===== config.mk =====
export PLATFORM = sky130hd
export DESIGN_NAME = wb_stage
export DESIGN_NICKNAME = d
export VERILOG_FILES = /design/src/rtl/wb_stage_pkg.sv /design/src/rtl/wb_fwd_hist.sv /design/src/rtl/wb_stage.sv
export VERILOG_INCLUDE_DIRS = /design/src /design/src/rtl
export SDC_FILE = /design/constraint.sdc
export NUM_CORES = 1
export LEC_CHECK = 0
export ABC_AREA = 1
export CORE_MARGIN = 1
export CORE_UTILIZATION = 33
export CTS_CLUSTER_SIZE = 10
export DETAILED_ROUTE_END_ITERATION = 10
export HOLD_SLACK_MARGIN = 0.03
export PLACE_DENSITY = 0.77
export SYNTH_ARGS = -nofsm -noshare
export SYNTH_HDL_FRONTEND = slang
export SYNTH_SLANG_ARGS = --single-unit

===== constraint.sdc =====
create_clock -name clk -period 1.1 [get_ports clk]
set_input_delay 0.11 -clock clk [delete_from_list [all_inputs] [get_ports clk]]
set_output_delay 0.11 -clock clk [all_outputs]
set_load 0.05 [all_outputs]

===== src/rtl/wb_opcodes.sv =====
// Shared opcode encodings and datapath widths for the pipeline stages.
// Pure definitions, no logic, no latency.
// Include-guarded so any number of files can pull it in.
`ifndef WB_OPCODES_SV
`define WB_OPCODES_SV

`define NOP   5'h00
`define ADD   5'h01
`define SUB   5'h02
`define AND   5'h03
`define OR    5'h04
`define XOR   5'h05
`define SLT   5'h06
`define SLTU  5'h07
`define LSH   5'h08
`define RSH   5'h09
`define ADDI  5'h0A
`define MUL   5'h0B
`define ARSH  5'h0C
`define LDW   5'h10
`define STR   5'h11

`define WB_REG_AW 4
`define WB_DATA_W 32

`endif


===== src/rtl/wb_stage_pkg.sv =====
// Write-back stage types, widths and opcode classification helper.
// Combinational helper only, zero latency.
// No flow control here; the stage itself owns stall handling.
`ifndef WB_OPCODES_SV
`include "wb_opcodes.sv"
`endif

package wb_stage_pkg;

    localparam int REG_AW = `WB_REG_AW;
    localparam int DATA_W = `WB_DATA_W;
    localparam int OPC_W  = 5;

    localparam logic [OPC_W-1:0] OP_ALU_LO = `NOP + 5'd1;
    localparam logic [OPC_W-1:0] OP_ALU_HI = `ARSH;

    // How the write-back value is produced for a given opcode.
    typedef enum logic [1:0] {
        WB_SEL_ALU  = 2'd0,  // ALU result written
        WB_SEL_LMD  = 2'd1,  // load data written
        WB_SEL_NONE = 2'd2,  // legal but writes nothing (NOP, STR)
        WB_SEL_ILL  = 2'd3   // unknown opcode
    } wb_sel_e;

    function automatic wb_sel_e wb_classify(input logic [OPC_W-1:0] op);
        wb_sel_e sel;
        if (op == `LDW)
            sel = WB_SEL_LMD;
        else if (op >= OP_ALU_LO && op <= OP_ALU_HI)
            sel = WB_SEL_ALU;
        else if (op == `NOP || op == `STR)
            sel = WB_SEL_NONE;
        else
            sel = WB_SEL_ILL;
        return sel;
    endfunction

endpackage


===== src/rtl/wb_fwd_hist.sv =====
// Two-entry history of performed register-file writes for EX bypassing.
// Entries load on the same edge that the write enable register asserts.
// No backpressure: shifts only when a write is actually performed.
import wb_stage_pkg::*;

module wb_fwd_hist (
    input  logic              clk,
    input  logic              rst,
    input  logic              wr_en_i,
    input  logic [REG_AW-1:0] wr_addr_i,
    input  logic [DATA_W-1:0] wr_data_i,
    output logic              fwd0_valid_o,
    output logic [REG_AW-1:0] fwd0_addr_o,
    output logic [DATA_W-1:0] fwd0_data_o,
    output logic              fwd1_valid_o,
    output logic [REG_AW-1:0] fwd1_addr_o,
    output logic [DATA_W-1:0] fwd1_data_o
);

    logic              v0_q, v1_q;
    logic [REG_AW-1:0] a0_q, a1_q;
    logic [DATA_W-1:0] d0_q, d1_q;

    // Shift the newest write into slot 0, age slot 0 into slot 1.
    always_ff @(posedge clk) begin
        if (rst) begin
            v0_q <= 1'b0;
            v1_q <= 1'b0;
            a0_q <= '0;
            a1_q <= '0;
            d0_q <= '0;
            d1_q <= '0;
        end else if (wr_en_i) begin
            v1_q <= v0_q;
            a1_q <= a0_q;
            d1_q <= d0_q;
            v0_q <= 1'b1;
            a0_q <= wr_addr_i;
            d0_q <= wr_data_i;
        end
    end

    assign fwd0_valid_o = v0_q;
    assign fwd0_addr_o  = a0_q;
    assign fwd0_data_o  = d0_q;
    assign fwd1_valid_o = v1_q;
    assign fwd1_addr_o  = a1_q;
    assign fwd1_data_o  = d1_q;

endmodule


===== src/rtl/wb_stage.sv =====
// Write-back stage: registers memory-stage results and drives the RF write port.
// Latency 1 cycle from accept to rf_we/rf_waddr/rf_wdata/retired_pc.
// stall freezes all state and drops rf_we; optional history under WB_BYPASS_EN.
import wb_stage_pkg::*;

module wb_stage #(
    parameter int CNT_W       = 16,
    parameter bit ZERO_REG_RO = 1'b1
) (
    input  logic              clk,
    input  logic              rst,
    input  logic              in_valid,
    input  logic              stall,
    input  logic [4:0]        pc_in,
    input  logic [4:0]        opcode_in,
    input  logic [31:0]       lmd_in,
    input  logic [31:0]       alu_in,
    input  logic [3:0]        dest_in,
    input  logic [3:0]        mem_src_in,
    output logic              rf_we,
    output logic [3:0]        rf_waddr,
    output logic [31:0]       rf_wdata,
    output logic [4:0]        retired_pc,
    output logic [CNT_W-1:0]  retire_cnt,
    output logic              illegal_op,
    output logic              fwd0_valid,
    output logic [3:0]        fwd0_addr,
    output logic [31:0]       fwd0_data,
    output logic              fwd1_valid,
    output logic [3:0]        fwd1_addr,
    output logic [31:0]       fwd1_data
);

    logic              we_q, we_d;
    logic [REG_AW-1:0] waddr_q, waddr_d;
    logic [DATA_W-1:0] wdata_q, wdata_d;
    logic [4:0]        pc_q, pc_d;
    logic [CNT_W-1:0]  cnt_q, cnt_d;
    logic              ill_q, ill_d;

    logic    accept;
    wb_sel_e sel;
    logic    zero_dest_blocked;

    // Load source address is carried for tracing only and is not stored.
    logic unused_mem_src;
    assign unused_mem_src = ^mem_src_in;

    assign accept            = in_valid && !stall;
    assign sel               = wb_classify(opcode_in);
    assign zero_dest_blocked = ZERO_REG_RO && (dest_in == '0);

    // Next state: everything holds unless an instruction is accepted;
    // the write enable is a one-shot so a stall never repeats a write.
    always_comb begin
        we_d    = 1'b0;
        waddr_d = waddr_q;
        wdata_d = wdata_q;
        pc_d    = pc_q;
        cnt_d   = cnt_q;
        ill_d   = ill_q;
        if (accept) begin
            waddr_d = dest_in;
            wdata_d = (sel == WB_SEL_LMD) ? lmd_in : alu_in;
            pc_d    = pc_in;
            cnt_d   = cnt_q + {{(CNT_W-1){1'b0}}, 1'b1};
            we_d    = (sel == WB_SEL_ALU || sel == WB_SEL_LMD) && !zero_dest_blocked;
            if (sel == WB_SEL_ILL)
                ill_d = 1'b1;
        end
    end

    // Stage registers; reset wins over any instruction in flight.
    always_ff @(posedge clk) begin
        if (rst) begin
            we_q    <= 1'b0;
            waddr_q <= '0;
            wdata_q <= '0;
            pc_q    <= '0;
            cnt_q   <= '0;
            ill_q   <= 1'b0;
        end else begin
            we_q    <= we_d;
            waddr_q <= waddr_d;
            wdata_q <= wdata_d;
            pc_q    <= pc_d;
            cnt_q   <= cnt_d;
            ill_q   <= ill_d;
        end
    end

    assign rf_we      = we_q;
    assign rf_waddr   = waddr_q;
    assign rf_wdata   = wdata_q;
    assign retired_pc = pc_q;
    assign retire_cnt = cnt_q;
    assign illegal_op = ill_q;

`ifdef WB_BYPASS_EN
    // History is fed from next-state values so it tracks rf_we cycle-exactly.
    wb_fwd_hist u_fwd_hist (
        .clk          (clk),
        .rst          (rst),
        .wr_en_i      (we_d),
        .wr_addr_i    (waddr_d),
        .wr_data_i    (wdata_d),
        .fwd0_valid_o (fwd0_valid),
        .fwd0_addr_o  (fwd0_addr),
        .fwd0_data_o  (fwd0_data),
        .fwd1_valid_o (fwd1_valid),
        .fwd1_addr_o  (fwd1_addr),
        .fwd1_data_o  (fwd1_data)
    );
`else
    assign fwd0_valid = 1'b0;
    assign fwd0_addr  = '0;
    assign fwd0_data  = '0;
    assign fwd1_valid = 1'b0;
    assign fwd1_addr  = '0;
    assign fwd1_data  = '0;
`endif

endmodule

After elaboration in Yosys (flattened, before gate mapping) --
Cells that the tools add are included.
Word-level totals: flip-flop bits (word level) 59, input bits 86, word-level logic and storage cells 30
Operators by class: add/subtract/negate cells 1, $lt $le $gt $ge 2, equal/unequal tests 4, multiplexer cells 4, bitwise logic cells 1, reductions and logical operators 12
Operators by type and width (count):
- 2-to-1 mux 32 bit | 1
- adder 16 x 1 -> 16 bit (second input constant) | 1
- == test 5 bit (second input constant) | 2
- >= comparator 5 x 1 -> 1 bit (second input constant) | 1
- less-or-equal comparator 5 x 4 -> 1 bit (second input constant) | 1
- zero test 5 bit | 1
- zero test 4 bit | 1
- 2-to-1 mux 2 bit | 2
- logical AND 1 bit | 3
- == test 2 x 1 -> 1 bit (second input constant) | 1
- == test 2 bit (second input constant) | 1
- zero test 1 bit | 2
- zero test 2 bit | 1
- logical OR 1 bit | 2
- AND reduction 2 bit | 1
- OR reduction 2 bit | 1
- 2-to-1 mux 1 bit | 1
- inverter 1 bit | 1

Logic depth before layout (Yosys ltp) --
depth in word-level cells 8, gate-level depth with buffers 8, gate-level depth less buffers 8

Worst setup path before layout --
No wires, ideal clock.
path kind reg-to-reg, start register cnt_q[0] (netlist: retire_cnt[0]), end register cnt_q[12] (netlist: retire_cnt[12]), setup time 0.113 ns, arrival time 1.468 ns, data required time 0.987 ns, slack -0.481 ns, cell stages (with the launch flop) 7, path buffers 0, cells stage by stage dfxtp_1 -> ha_1 -> nand3_2 -> nor3_4 -> nand3_1 -> nor2_1 -> nor2_1
Between the ends: cells in the longest elaborated chain, start to end 1
Ends and longest elaborated chain:
- start: declaration | line wb_stage.sv:38 | logic [CNT_W-1:0] cnt_q, cnt_d;
- start signal: assignment | line wb_stage.sv:87 | cnt_q <= cnt_d;
- adder 16 x 1 -> 16 bit | line wb_stage.sv:66 | cnt_d = cnt_q + {{(CNT_W-1){1'b0}}, 1'b1};
No other way between the ends. A chain may end at the register's enable or synchronous reset.

Worst setup path in the final report --
start register cnt_q[0] (netlist: retire_cnt[0]), end output port retire_cnt[0]
RTL lines:
- end: declaration | line wb_stage.sv:24 | output logic [CNT_W-1:0] retire_cnt,
No word-level cell between the ends.

==> flow_metrics.py <==
metrics = {
    "global_route": {
        "grt_use_total": 0.189,
        "grt_pass1_wl_microns": 15000,
        "grt_max_degree": 30,
        "grt_pass1_vias": 3235,
        "grt_remaining_overflow": 0,
        "antenna_found_initial": 0,
    },
    "place": {
        "port_buffers": 140,
        "placed_area_sq_mm": 0.00540,
        "placed_cells": 739,
        "gp_congestion": 0.781,
        "dp_hpwl_microns": 6980,
    },
    "synth": {
        "async_reset_ff_frac": 0,
        "synth_mux_area_frac": 0,
        "synth_xor_area_frac": 0.0105,
        "synthAdderAreaFrac": 0.00374,
        "synth_common_cells": "nand2_1 (87), buf_4 (75), dfxtp_1 (59)",
        "postSynthAreaPerCell_sq_um": 7.25,
        "synth_edf_count": 0,
        "synth_top_area_frac": 0.353,
        "synth.area.top_cells": "dfxtp_1 (35%), buf_4 (17%), nand2_1 (9.7%)",
        "synth.distinct_cells": 28,
        "synth_seq_cells": 59,
        "synth_top_family_by_area": "simple AND/OR/NAND/NOR gates",
        "syn-instance-count": 462,
        "yosys.area_share.simple": 0.270,
        "ys_seq_area_frac": 0.353,
        "yosys_warnings": 0,
        "yosysTopAreaCell": "dfxtp_1",
        "yosys_most_used_dff": "dfxtp_1",
        "syn-cell-area_sq_mm": 0.00335,
        "synth.most_common_cell": "nand2_1",
        "synth_compound_area_frac": 0.103,
    },
    "route": {
        "drt-initial-drc-count": 48,
        "route.detailed.drc": 0,
        "vias": 3408,
        "ant_nets": 0,
        "wl_microns": 10200,
        "wl_per_cell_microns": 13.2,
        "viasPerCell": 4.42,
        "drtPass1Iterations": 4,
    },
    "finish": {
        "final_cells": 771,
        "diodes": 0,
        "register_area_sq_mm": 0.00122,
        "final_cell_area_sq_mm": 0.00596,
        "multi_input_area_sq_mm": 0.00169,
        "syn_to_final_growth_pct": 77.9,
        "layout.nets": 720,
        "fillers": 836,
        "drive_above_1_share": 0.281,
    },
    "worst_setup_path": {
        "critPathMaxStageDelay_ns": 0.36,
        "worstSetupPathType": "reg2out",
        "start_kind": "register",
        "crit_required_ns": 0.99,
        "cp_common_cell": "buf_4",
        "worstSetupEndpointType": "primary output",
        "crit_slowest_cell": "dfxtp_4",
        "worstPathArrival_ns": 1.11,
        "crit_fanout": 3,
        "cp_cell_sequence": "buf_4 > buf_4 > buf_12",
    },
    "power": {
        "leakage_nw": 2.73,
        "ir_worst_vdd_v": 0.000768,
        "powerDensity_mw_per_mm2": 1080,
    },
    "floorplan": {
        "io_pins": 219,
        "row_count": 36,
        "start_util": 0.341,
        "die_w_microns": 103,
        "coreArea_sq_mm": 0.00982,
        "design.die.area_sq_mm": 0.0106,
        "die_height_microns": 103,
    },
    "clock_network": {
        "htree_levels": 3,
        "cts_buffer_depth": 2,
        "cts_tree": "built",
        "clkSlewWorstSetupHoldPaths_ns": 0.06,
        "cts_made_buffers": 9,
        "cts_sinks": 59,
        "cts_root_buf": "clkbuf_8",
        "clock_latency_ns": 0.33,
        "hold_buffers": 0,
    },
    "timing": {
        "worst_slack_ns": -0.120,
        "setup_violations": 12,
        "fin_crit_sh": 1.11,
        "fin_crit_ns": 1.22,
        "grt_setup_unrepaired": "yes",
        "timing.fmax_ghz": 0.820,
        "report.final.slew_viol_count": 0,
        "final-hold-violation-count": 0,
        "finClkSkew_ns": 0.00665,
    },
    "flow_run": {
        "drv_cap": 0,
    },
    "status": {
        "status": "complete, but fails checks",
        "violations": "negative setup slack",
    },
    "min_path": {
        "hold_class": "in2reg",
    },
}
per-stage QoR:
step                      setup WS [ns]  setup TNS, ns   util  power (mW)  hold WS (ns)
after detailed placement         -0.497         -22.32  0.550        4.49         0.469
after floorplan                  -0.147         -0.798      -        3.76         0.173
after global routing             -0.257          -2.10  0.607        6.69         0.198
after CTS                        -0.134         -0.916  0.590        6.43         0.318
after global placement           -0.388         -19.11  0.550        4.46         0.463
final                            -0.120         -0.909  0.607        6.43         0.197
critical path, delay by kind of cell, from the launching register on:
family | cells | cell delay, ns
flops | 1 | 0.36
buf+inv | 3 | 0.41
area by class of cell:
cell class	count	area share
clock buffers	15	0.0313
repair buffers	181	0.419
clock inverters	1	0.000840
flip-flops and latches	59	0.205
multi-input cells	329	0.283
inverters	53	0.0334
well taps	133	0.0279
state kept, by name (all words and copies together), names as in the netlist:
signal and count:
rf_wdata 32, rf_waddr 4, illegal_op 1, rf_we 1
retire_cnt 16, retired_pc 5
worst paths after layout:
check / startpoint / slack [ns] / to / cells past startpoint
worst max-delay path: retire_cnt[0] / -0.12 / retire_cnt[0] / 3
worst min-delay path: opcode_in[3] / 0.20 / rf_we / 4
worst max register to register: retire_cnt[0] / -0.12 / retire_cnt[3] / 6
worst min register to register: retire_cnt[6] / 0.49 / retire_cnt[6] / 1
where the power goes:
part | switching [mW] | internal (mW)
Combinational | 1.30 | 0.864
Sequential | 0.122 | 2.23
Clock | 0.840 | 1.06
Total | 2.27 | 4.16
cells in the final DEF (no fill, tap or decap), types with 12 or more instances in the layout:
master and n:
buf_12 63, buf_4 26, clkbuf_8 13, clkdlybuf4s50_1 74, conb_1 74, dfxtp_1 44
inv_1 36, inv_2 17, nand2_1 86, nand3_1 38, nor2_1 39, o211ai_1 32
o21ai_0 12
cell families after synthesis:
logic type,after synthesis
buffers and inverters,147
other,1
xor gates and xnor gates,4
adders and majority gates,1
AOI/OAI and AO/OA,53
DFF,59
and+or+nand+nor,197
per-layer routing:
metal / wire length, microns / share of wire / vias to the layer above / global-route usage
met5: 0 / 0 / - / 0
met4: 265 / 0.026 / 0 / 0.102
met3: 751 / 0.074 / 20 / 0.0515
met2: 5360 / 0.53 / 170 / 0.351
met1: 3770 / 0.37 / 1554 / 0.193
li1: - / - / 1664 / -
repair_timing:
action                     in CTS  in global routing
gates cloned                    4                  2
setup buffers                   4                  6
pin swaps                       5                 12
hold endpoints to repair        0                  0
gates resized for setup        20                 25
setup endpoints to repair      50                 55
No activity file was read; power rests on OpenSTA's default activity.
